==> config.mk <==
export PLATFORM = sky130hd
export DESIGN_NAME = irq_controller
export DESIGN_NICKNAME = d
export VERILOG_FILES = /design/src/rtl/irq_controller.sv
export SDC_FILE = /design/constraint.sdc
export NUM_CORES = 1
export LEC_CHECK = 0
export ABC_CLOCK_PERIOD_IN_PS = 2400
export BUFFER_PORTS_ARGS = -buffer_cell sky130_fd_sc_hd__buf_4
export CORE_AREA = 5 5 81 83
export DETAILED_ROUTE_END_ITERATION = 10
export DIE_AREA = 0 0 86 88
export MAX_ROUTING_LAYER = met4
export PLACE_DENSITY = 0.77
export SYNTH_ARGS = -nofsm -noshare
export SYNTH_HDL_FRONTEND = slang
export SYNTH_SLANG_ARGS = --single-unit
==> constraint.sdc <==
create_clock -name i_clk -period 2.4 [get_ports i_clk]
set_clock_uncertainty 0.1 [all_clocks]
set_input_delay 0.12 -clock i_clk [delete_from_list [all_inputs] [get_ports i_clk]]
set_output_delay 0.12 -clock i_clk [all_outputs]
set_load 0.05 [all_outputs]
==> src/rtl/irq_controller.sv <==
// External interrupt front end for coprocessor 0: synchronise, detect, mask, prioritise, request.
// Optional glitch filter on every synchronised line: define IRQ_CONTROLLER_GLITCH_FILTER_EN.
module irq_controller #(
  parameter int unsigned N_IRQ       = 8,
  parameter int unsigned SYNC_STAGES = 2,
  parameter int unsigned MASK_ADDR   = 4,
  parameter int unsigned PEND_ADDR   = 5,
  parameter int unsigned EDGE_ADDR   = 6,
  parameter int unsigned ID_ADDR     = 7
) (
  input  logic             i_clk,
  input  logic             i_rst_n,
  input  logic [N_IRQ-1:0] i_irq,
  input  logic             i_exeption,
  input  logic             i_eret,
  input  logic             i_we,
  input  logic [4:0]       i_address,
  input  logic [31:0]      i_data,
  output logic [31:0]      o_data,
  output logic             o_external_interrupt,
  output logic [4:0]       o_irq_id
);

  localparam int unsigned ID_W   = 5;
  localparam int unsigned DATA_W = 32;

  typedef enum logic [1:0] {
    IDLE    = 2'd0,
    REQUEST = 2'd1,
    SERVICE = 2'd2
  } state_t;

  state_t           state_q;
  logic [N_IRQ-1:0] sync_q [SYNC_STAGES];
  logic [N_IRQ-1:0] line_c;
  logic [N_IRQ-1:0] line_d_q;
  logic [N_IRQ-1:0] rise_c;
  logic [N_IRQ-1:0] pend_q;
  logic [N_IRQ-1:0] pend_d_c;
  logic [N_IRQ-1:0] mask_q;
  logic [N_IRQ-1:0] edge_sel_q;
  logic [N_IRQ-1:0] active_c;
  logic [N_IRQ-1:0] clr_c;
  logic [N_IRQ-1:0] edge_next_c;
  logic [ID_W-1:0]  id_q;
  logic [ID_W-1:0]  winner_c;
  logic             accept_c;
  logic             wr_mask_c;
  logic             wr_pend_c;
  logic             wr_edge_c;
  logic             data_unused;

  // Upper write-data bits are ignored when N_IRQ < 32.
  assign data_unused = ^i_data;

  // Per-line synchroniser chain; the last stage is the synchronised line.
  always_ff @(posedge i_clk or negedge i_rst_n) begin
    if (!i_rst_n) begin
      for (int unsigned k = 0; k < SYNC_STAGES; k++) sync_q[k] <= '0;
    end else begin
      sync_q[0] <= i_irq;
      for (int unsigned k = 1; k < SYNC_STAGES; k++) sync_q[k] <= sync_q[k-1];
    end
  end

`ifdef IRQ_CONTROLLER_GLITCH_FILTER_EN
  // Filtered value follows the line only when the last three synchronised samples agree.
  logic [N_IRQ-1:0] hist_q;
  logic [N_IRQ-1:0] filt_q;
  logic [N_IRQ-1:0] agree_c;

  assign agree_c = ~(sync_q[SYNC_STAGES-2] ^ sync_q[SYNC_STAGES-1]) &
                   ~(sync_q[SYNC_STAGES-1] ^ hist_q);

  always_ff @(posedge i_clk or negedge i_rst_n) begin
    if (!i_rst_n) begin
      hist_q <= '0;
      filt_q <= '0;
    end else begin
      hist_q <= sync_q[SYNC_STAGES-1];
      filt_q <= (filt_q & ~agree_c) | (sync_q[SYNC_STAGES-1] & agree_c);
    end
  end

  assign line_c = filt_q;
`else
  assign line_c = sync_q[SYNC_STAGES-1];
`endif

  always_ff @(posedge i_clk or negedge i_rst_n) begin
    if (!i_rst_n) line_d_q <= '0;
    else          line_d_q <= line_c;
  end

  assign rise_c    = line_c & ~line_d_q;
  assign wr_mask_c = i_we && (i_address == ID_W'(MASK_ADDR));
  assign wr_pend_c = i_we && (i_address == ID_W'(PEND_ADDR));
  assign wr_edge_c = i_we && (i_address == ID_W'(EDGE_ADDR));
  assign active_c  = pend_q & mask_q;
  assign accept_c  = (state_q == REQUEST) && i_exeption && (|active_c);

  // Fixed priority: lowest index wins.
  always_comb begin
    logic found;
    winner_c = '0;
    found    = 1'b0;
    for (int unsigned i = 0; i < N_IRQ; i++) begin
      if (active_c[i] && !found) begin
        winner_c = ID_W'(i);
        found    = 1'b1;
      end
    end
  end

  // Edge lines: set beats write-1-clear and accept-clear. Level lines track the line.
  always_comb begin
    clr_c = '0;
    if (wr_pend_c) clr_c = i_data[N_IRQ-1:0];
    if (accept_c)  clr_c = clr_c | (N_IRQ'(1) << o_irq_id);
    edge_next_c = rise_c | (pend_q & ~clr_c);
    pend_d_c    = (edge_sel_q & edge_next_c) | (~edge_sel_q & line_c);
  end

  always_ff @(posedge i_clk or negedge i_rst_n) begin
    if (!i_rst_n) begin
      pend_q     <= '0;
      mask_q     <= '0;
      edge_sel_q <= '1;
    end else begin
      pend_q <= pend_d_c;
      if (wr_mask_c) mask_q     <= i_data[N_IRQ-1:0];
      if (wr_edge_c) edge_sel_q <= i_data[N_IRQ-1:0];
    end
  end

  // Request handshake with the exception unit.
  always_ff @(posedge i_clk or negedge i_rst_n) begin
    if (!i_rst_n) begin
      state_q              <= IDLE;
      o_external_interrupt <= 1'b0;
      o_irq_id             <= '0;
      id_q                 <= '0;
    end else begin
      case (state_q)
        IDLE: begin
          if (|active_c) begin
            state_q              <= REQUEST;
            o_external_interrupt <= 1'b1;
            o_irq_id             <= winner_c;
          end
        end
        REQUEST: begin
          if (!(|active_c)) begin
            state_q              <= IDLE;
            o_external_interrupt <= 1'b0;
          end else if (i_exeption) begin
            state_q              <= SERVICE;
            o_external_interrupt <= 1'b0;
            id_q                 <= o_irq_id;
          end else begin
            o_irq_id <= winner_c;
          end
        end
        SERVICE: begin
          if (i_eret) state_q <= IDLE;
        end
        default: begin
          state_q              <= IDLE;
          o_external_interrupt <= 1'b0;
        end
      endcase
    end
  end

  // Combinational register read, zero-extended.
  always_comb begin
    o_data = '0;
    if      (i_address == ID_W'(MASK_ADDR)) o_data = DATA_W'(mask_q);
    else if (i_address == ID_W'(PEND_ADDR)) o_data = DATA_W'(pend_q);
    else if (i_address == ID_W'(EDGE_ADDR)) o_data = DATA_W'(edge_sel_q);
    else if (i_address == ID_W'(ID_ADDR))   o_data = DATA_W'(id_q);
  end

endmodule

* Word-level counts from Yosys, hierarchy flattened *
Cells that the tools add are included.

word-level totals
  output and inout port bits = 38
  memories = 0
  register bits after elaboration = 61
  input port bits = 50
  bits in writable memories = 0
  latch bits = 0
  ROM bits = 0
  logic and storage cells = 93

cells by class
  bitwise operators = 12
  equal/unequal tests = 11
  $lt $le $gt $ge = 0
  multipliers = 0
  div/mod/pow operators = 0
  muxes and demuxes = 33
  $add $sub $neg = 0
  reduce and logical (&&, ||, !) cells = 26
  shift-type cells = 1

operators by type and width
  operator                                                                  number
  5-bit 2-to-1 mux                                                          10
  8-bit bitwise AND                                                         5
  8-bit 2-to-1 mux                                                          5
  8-bit inverter                                                            3
  8-bit bitwise OR                                                          3
  5-bit by 3-bit equality test with 1-bit output (second input constant)    4
  1-bit logical AND                                                         12
  1-bit 2-to-1 mux                                                          11
  5-bit case mux with 2 select lines                                        1
  3-bit AND reduction                                                       3
  2-bit 2-to-1 mux                                                          4
  8-bit OR reduction                                                        1
  1-bit by 5-bit left shift with 8-bit output (first input constant)        1
  1-bit logical NOT                                                         7
  2-bit inequality test (second input constant)                             3
  2-bit case mux with 3 select lines                                        1
  4-bit AND reduction                                                       1
  3-bit inequality test (second input constant)                             1
  1-bit case mux with 3 select lines                                        1
  2-bit by 1-bit equality test with 1-bit output (second input constant)    1
  2-bit equality test (second input constant)                               1
  2-bit logical NOT                                                         1
  2-bit by 1-bit inequality test with 1-bit output (second input constant)  1
  2-bit nonzero test                                                        1
  1-bit inverter                                                            1

* Depth between registers and ports, before layout *
  depth in word-level cells = 26
  mapped depth = 5
  gate-level depth less buffers = 4

* Least setup slack after synthesis *
No wires, ideal clock.

  path type = register -> output
  start point = register edge_sel_q[3]
  end point = output port o_data[3]
  buffers on the path = 0
  cell stages (with the launch flop) = 5
  path slack = 0.818 ns
  arrival = 1.362 ns
  data required time = 2.180 ns
  path through = dfstp_2 mux2i_1 nor2_1 a21oi_1 nor2_1

between the ends
  cells in the longest elaborated chain, start to end = 3

RTL lines
  item                    RTL line  text
  start, declared         41        logic [N_IRQ-1:0] edge_sel_q;
  start signal, assigned  132       if (wr_edge_c) edge_sel_q <= i_data[N_IRQ-1:0];
  8-bit 2-to-1 mux        180       else if (i_address == ID_W'(EDGE_ADDR)) o_data = DATA_W'(edge_sel_q);
  8-bit 2-to-1 mux        179       else if (i_address == ID_W'(PEND_ADDR)) o_data = DATA_W'(pend_q);
  8-bit 2-to-1 mux        178       if (i_address == ID_W'(MASK_ADDR)) o_data = DATA_W'(mask_q);
  end, declared           19        output logic [31:0] o_data,

Every way passes these cells.

* Final worst setup path *
  start point = register mask_q[0]
  end point = output port o_data[0]

between the ends
  cells in the longest elaborated chain, start to end = 1

RTL lines
  item                    RTL line  text
  start, declared         40        logic [N_IRQ-1:0] mask_q;
  start signal, assigned  131       if (wr_mask_c) mask_q <= i_data[N_IRQ-1:0];
  8-bit 2-to-1 mux        178

Every way passes these cells.

==> metrics.md <==
| Metric | Value |
|---|---|
| Worst path required time | 2.18 ns |
| CTS HTree Levels | 3 |
| Most area-hungry cell type in the Yosys netlist | dfrtp_1 |
| Max-Cap Viols | 0 |
| Yosys warning count | 0 |
| DP Wirelength | 3780 um |
| Slew at the pin closest to its max-slew limit | 0.692 ns |
| Clock Latency Late Sink | 0.34 ns |
| Count of final setup violators | 0 |
| Nets | 329 |
| Antenna violations before repair | 0 |
| Startpoint types | register |
| Crit Path Max Fanout | 4 |
| Critical Path Sink Type | output port |
| Routability cong. | 0.849 |
| Total global routing overflow | 0 |
| Worst setup path class | reg2out |
| Yosys top cell area share | 0.466 |
| Post-CTS setup buffers | 0 |
| Most frequent cells in the layout | dfrtp_1 (49), buf_4 (38), conb_1 (26), nand2_1 (22), dlygate4sd3_1 (18) |
| Layout area overhead | 24.2% |
| Average size of a mapped cell | 12.2 um2 |
| First-pass GRT wire length | 9050 um |
| Reg clk slew, reported paths | 0.06 ns |
| Layout cells sized above 1 | 0.317 |
| Unrepaired setup endpoints after global routing | false |
| Mapped Cells | 216 |
| Hold slack | 0.0794 ns |
| DR vias | 1848 |
| Register area | 0.00144 mm2 |
| Top cells by area, synth | dfrtp_1 (47%), buf_4 (8.0%), dfstp_2 (8.0%) |
| DRT iter0 DRCs | 210 |
| Pwr dens | 960 mW/mm2 |
| Synth unique cells | 34 |
| Starting Density | 0.456 |
| Fillers | 487 |
| Deepest clock path buffer count | 2 |
| Multi-input gate area | 0.00107 mm2 |
| Synth Register Bits | 57 |
| LEAKAGE | 0.00154 uW |
| Avg WL per Cell | 15.7 um |
| All-Layer GR Usage | 0.163 |
| Row cnt | 28 |
| I/O Buffers | 37 |
| Placed cells | 325 |
| Total die area | 0.00757 mm2 |
| Post-CTS Resized | 0 |
| Tcrit/Tclk final | 0.774 |
| Setup_tns | 0 ns |
| Period minus WS final | 1.86 ns |
| Commonest non-fill, non-tap cell in the layout | dfrtp_1 |
| CTS Hold Bufs | 18 |
| Final Slew Violations | 0 |
| TritonCTS Buffers | 9 |
| Fmax achieved | 539 MHz |
| DR vias/cell | 5.15 |
| DRT antenna net count | 0 |
| Power Total | 3140 uW |
| Vias in the first global route | 1823 |
| Final Hold Vio Count | 0 |
| Core area | 0.00578 mm2 |
| Tightest Hold Check Type | in2reg |
| Worst vdd ir | 560 uV |
| Vertical die dimension | 88 um |
| Post-Synthesis Cell Area | 0.00263 mm2 |
| Remaining DRCs | 0 |
| Slew HR | 0.539 |
| Fin cells | 359 |
| ANT cells | 0 |
| Root Buffer | clkbuf_8 |
| TritonCTS clock tree | yes |
| Register area share after synthesis | 0.545 |
| CTS Sinks | 57 |
| I/O pins | 88 |
| Critical Path AT | 1.64 ns |
| WL final | 5630 um |
| DRT Pass-1 Iters | 6 |
| Largest net degree at the start of global routing | 58 |
| Horiz. Die Dim | 86 um |
| Status | finished clean |
## report_power, final
part	internal, uW	switching [uW]
sequential	1160	198
clock	533	365
combinational	376	512
total	2060	1070
## state kept, by name, indices dropped and copies added, names as in the netlist, 2 cells and up
name        cells
edge_sel_q      8
o_irq_id        3
id_q            3
line_d_q        8
state_q         2
mask_q          8
sync_q          8
pend_q          8
line_c          8
## synthesized netlist by cell type
master	number
nor2_1	14
o21ai_0	3
mux2_2	16
nand4_2	1
a22o_1	8
buf_2	1
nand4bb_4	1
nand3_1	9
conb_1	1
nor3b_1	2
a31oi_1	1
dfstp_2	8
a22oi_1	2
nor3b_4	1
nand3b_1	1
buf_4	28
nor2b_1	1
mux2i_1	5
nand2_1	22
nor3_4	1
and3b_1	2
nand2_2	1
mux4_2	3
inv_1	2
and4b_4	1
a2bb2oi_1	1
mux2_4	3
and3_1	4
a21o_1	2
and2_1	1
dfrtp_1	49
a32oi_1	2
a22oi_4	2
a21oi_1	17
## stage by stage
| step | setup slack, ns | utilization | cell area, um2 |
|---|---|---|---|
| after detailed placement | 0.761 | 0.500 | 2890 |
| final | 0.544 | 0.566 | 3270 |
| after CTS | 0.535 | 0.566 | 3270 |
| after global routing | 0.500 | 0.566 | 3270 |
| after floorplan | 0.818 | - | 2730 |
| after global placement | 0.781 | 0.500 | 2890 |
## layer usage
layer | global-route usage | vias to the layer above | wire length (um)
met5 | - | - | 0
met1 | 0.208 | 906 | 2510
met4 | 0.0561 | 0 | 72
li1 | - | 844 | -
met2 | 0.248 | 88 | 2630
met3 | 0.0499 | 10 | 421
## final timing paths
path | startpoint | end | slack, ns | cells past startpoint
max in group asynchronous | i_rst_n | sync_q[9] | 1.47 | 2
min in group asynchronous | i_rst_n | sync_q[12] | 0.27 | 2
max reg2reg | mask_q[4] | id_q[2] | 0.74 | 4
max | mask_q[0] | o_data[0] | 0.54 | 3
min | i_exeption | o_external_interrupt | 0.08 | 4
min reg2reg | sync_q[13] | line_c[5] | 0.25 | 0
## layout make-up
cell class,count,area share
Clock inverter,3,0.0122
Timing Repair Buffer,56,0.142
Multi-Input combinational cell,153,0.327
Clock buffer,13,0.0486
Tap cell,75,0.0287
Inverter,2,0.00230
Sequential cell,57,0.439
## cells by family (layout without fill, tap and decap cells)
| logic type | count (synthesis) | count (layout) | share of synthesized area |
|---|---|---|---|
| AO/OA/AOI/OAI | 38 | 38 | 0.105 |
| buffers and inverters | 31 | 74 | 0.0846 |
| flip-flops | 57 | 57 | 0.545 |
| multiplexers | 27 | 27 | 0.130 |
| other | 1 | 26 | 0.00142 |
| AND/OR/NAND/NOR | 62 | 62 | 0.134 |
## critical path: stages (launching register included)
cell	delay, ns
dfrtp_1	0.44
mux4_2	0.49
and3_1	0.19
buf_4	0.18
No activity file was read; power rests on OpenSTA's default activity.
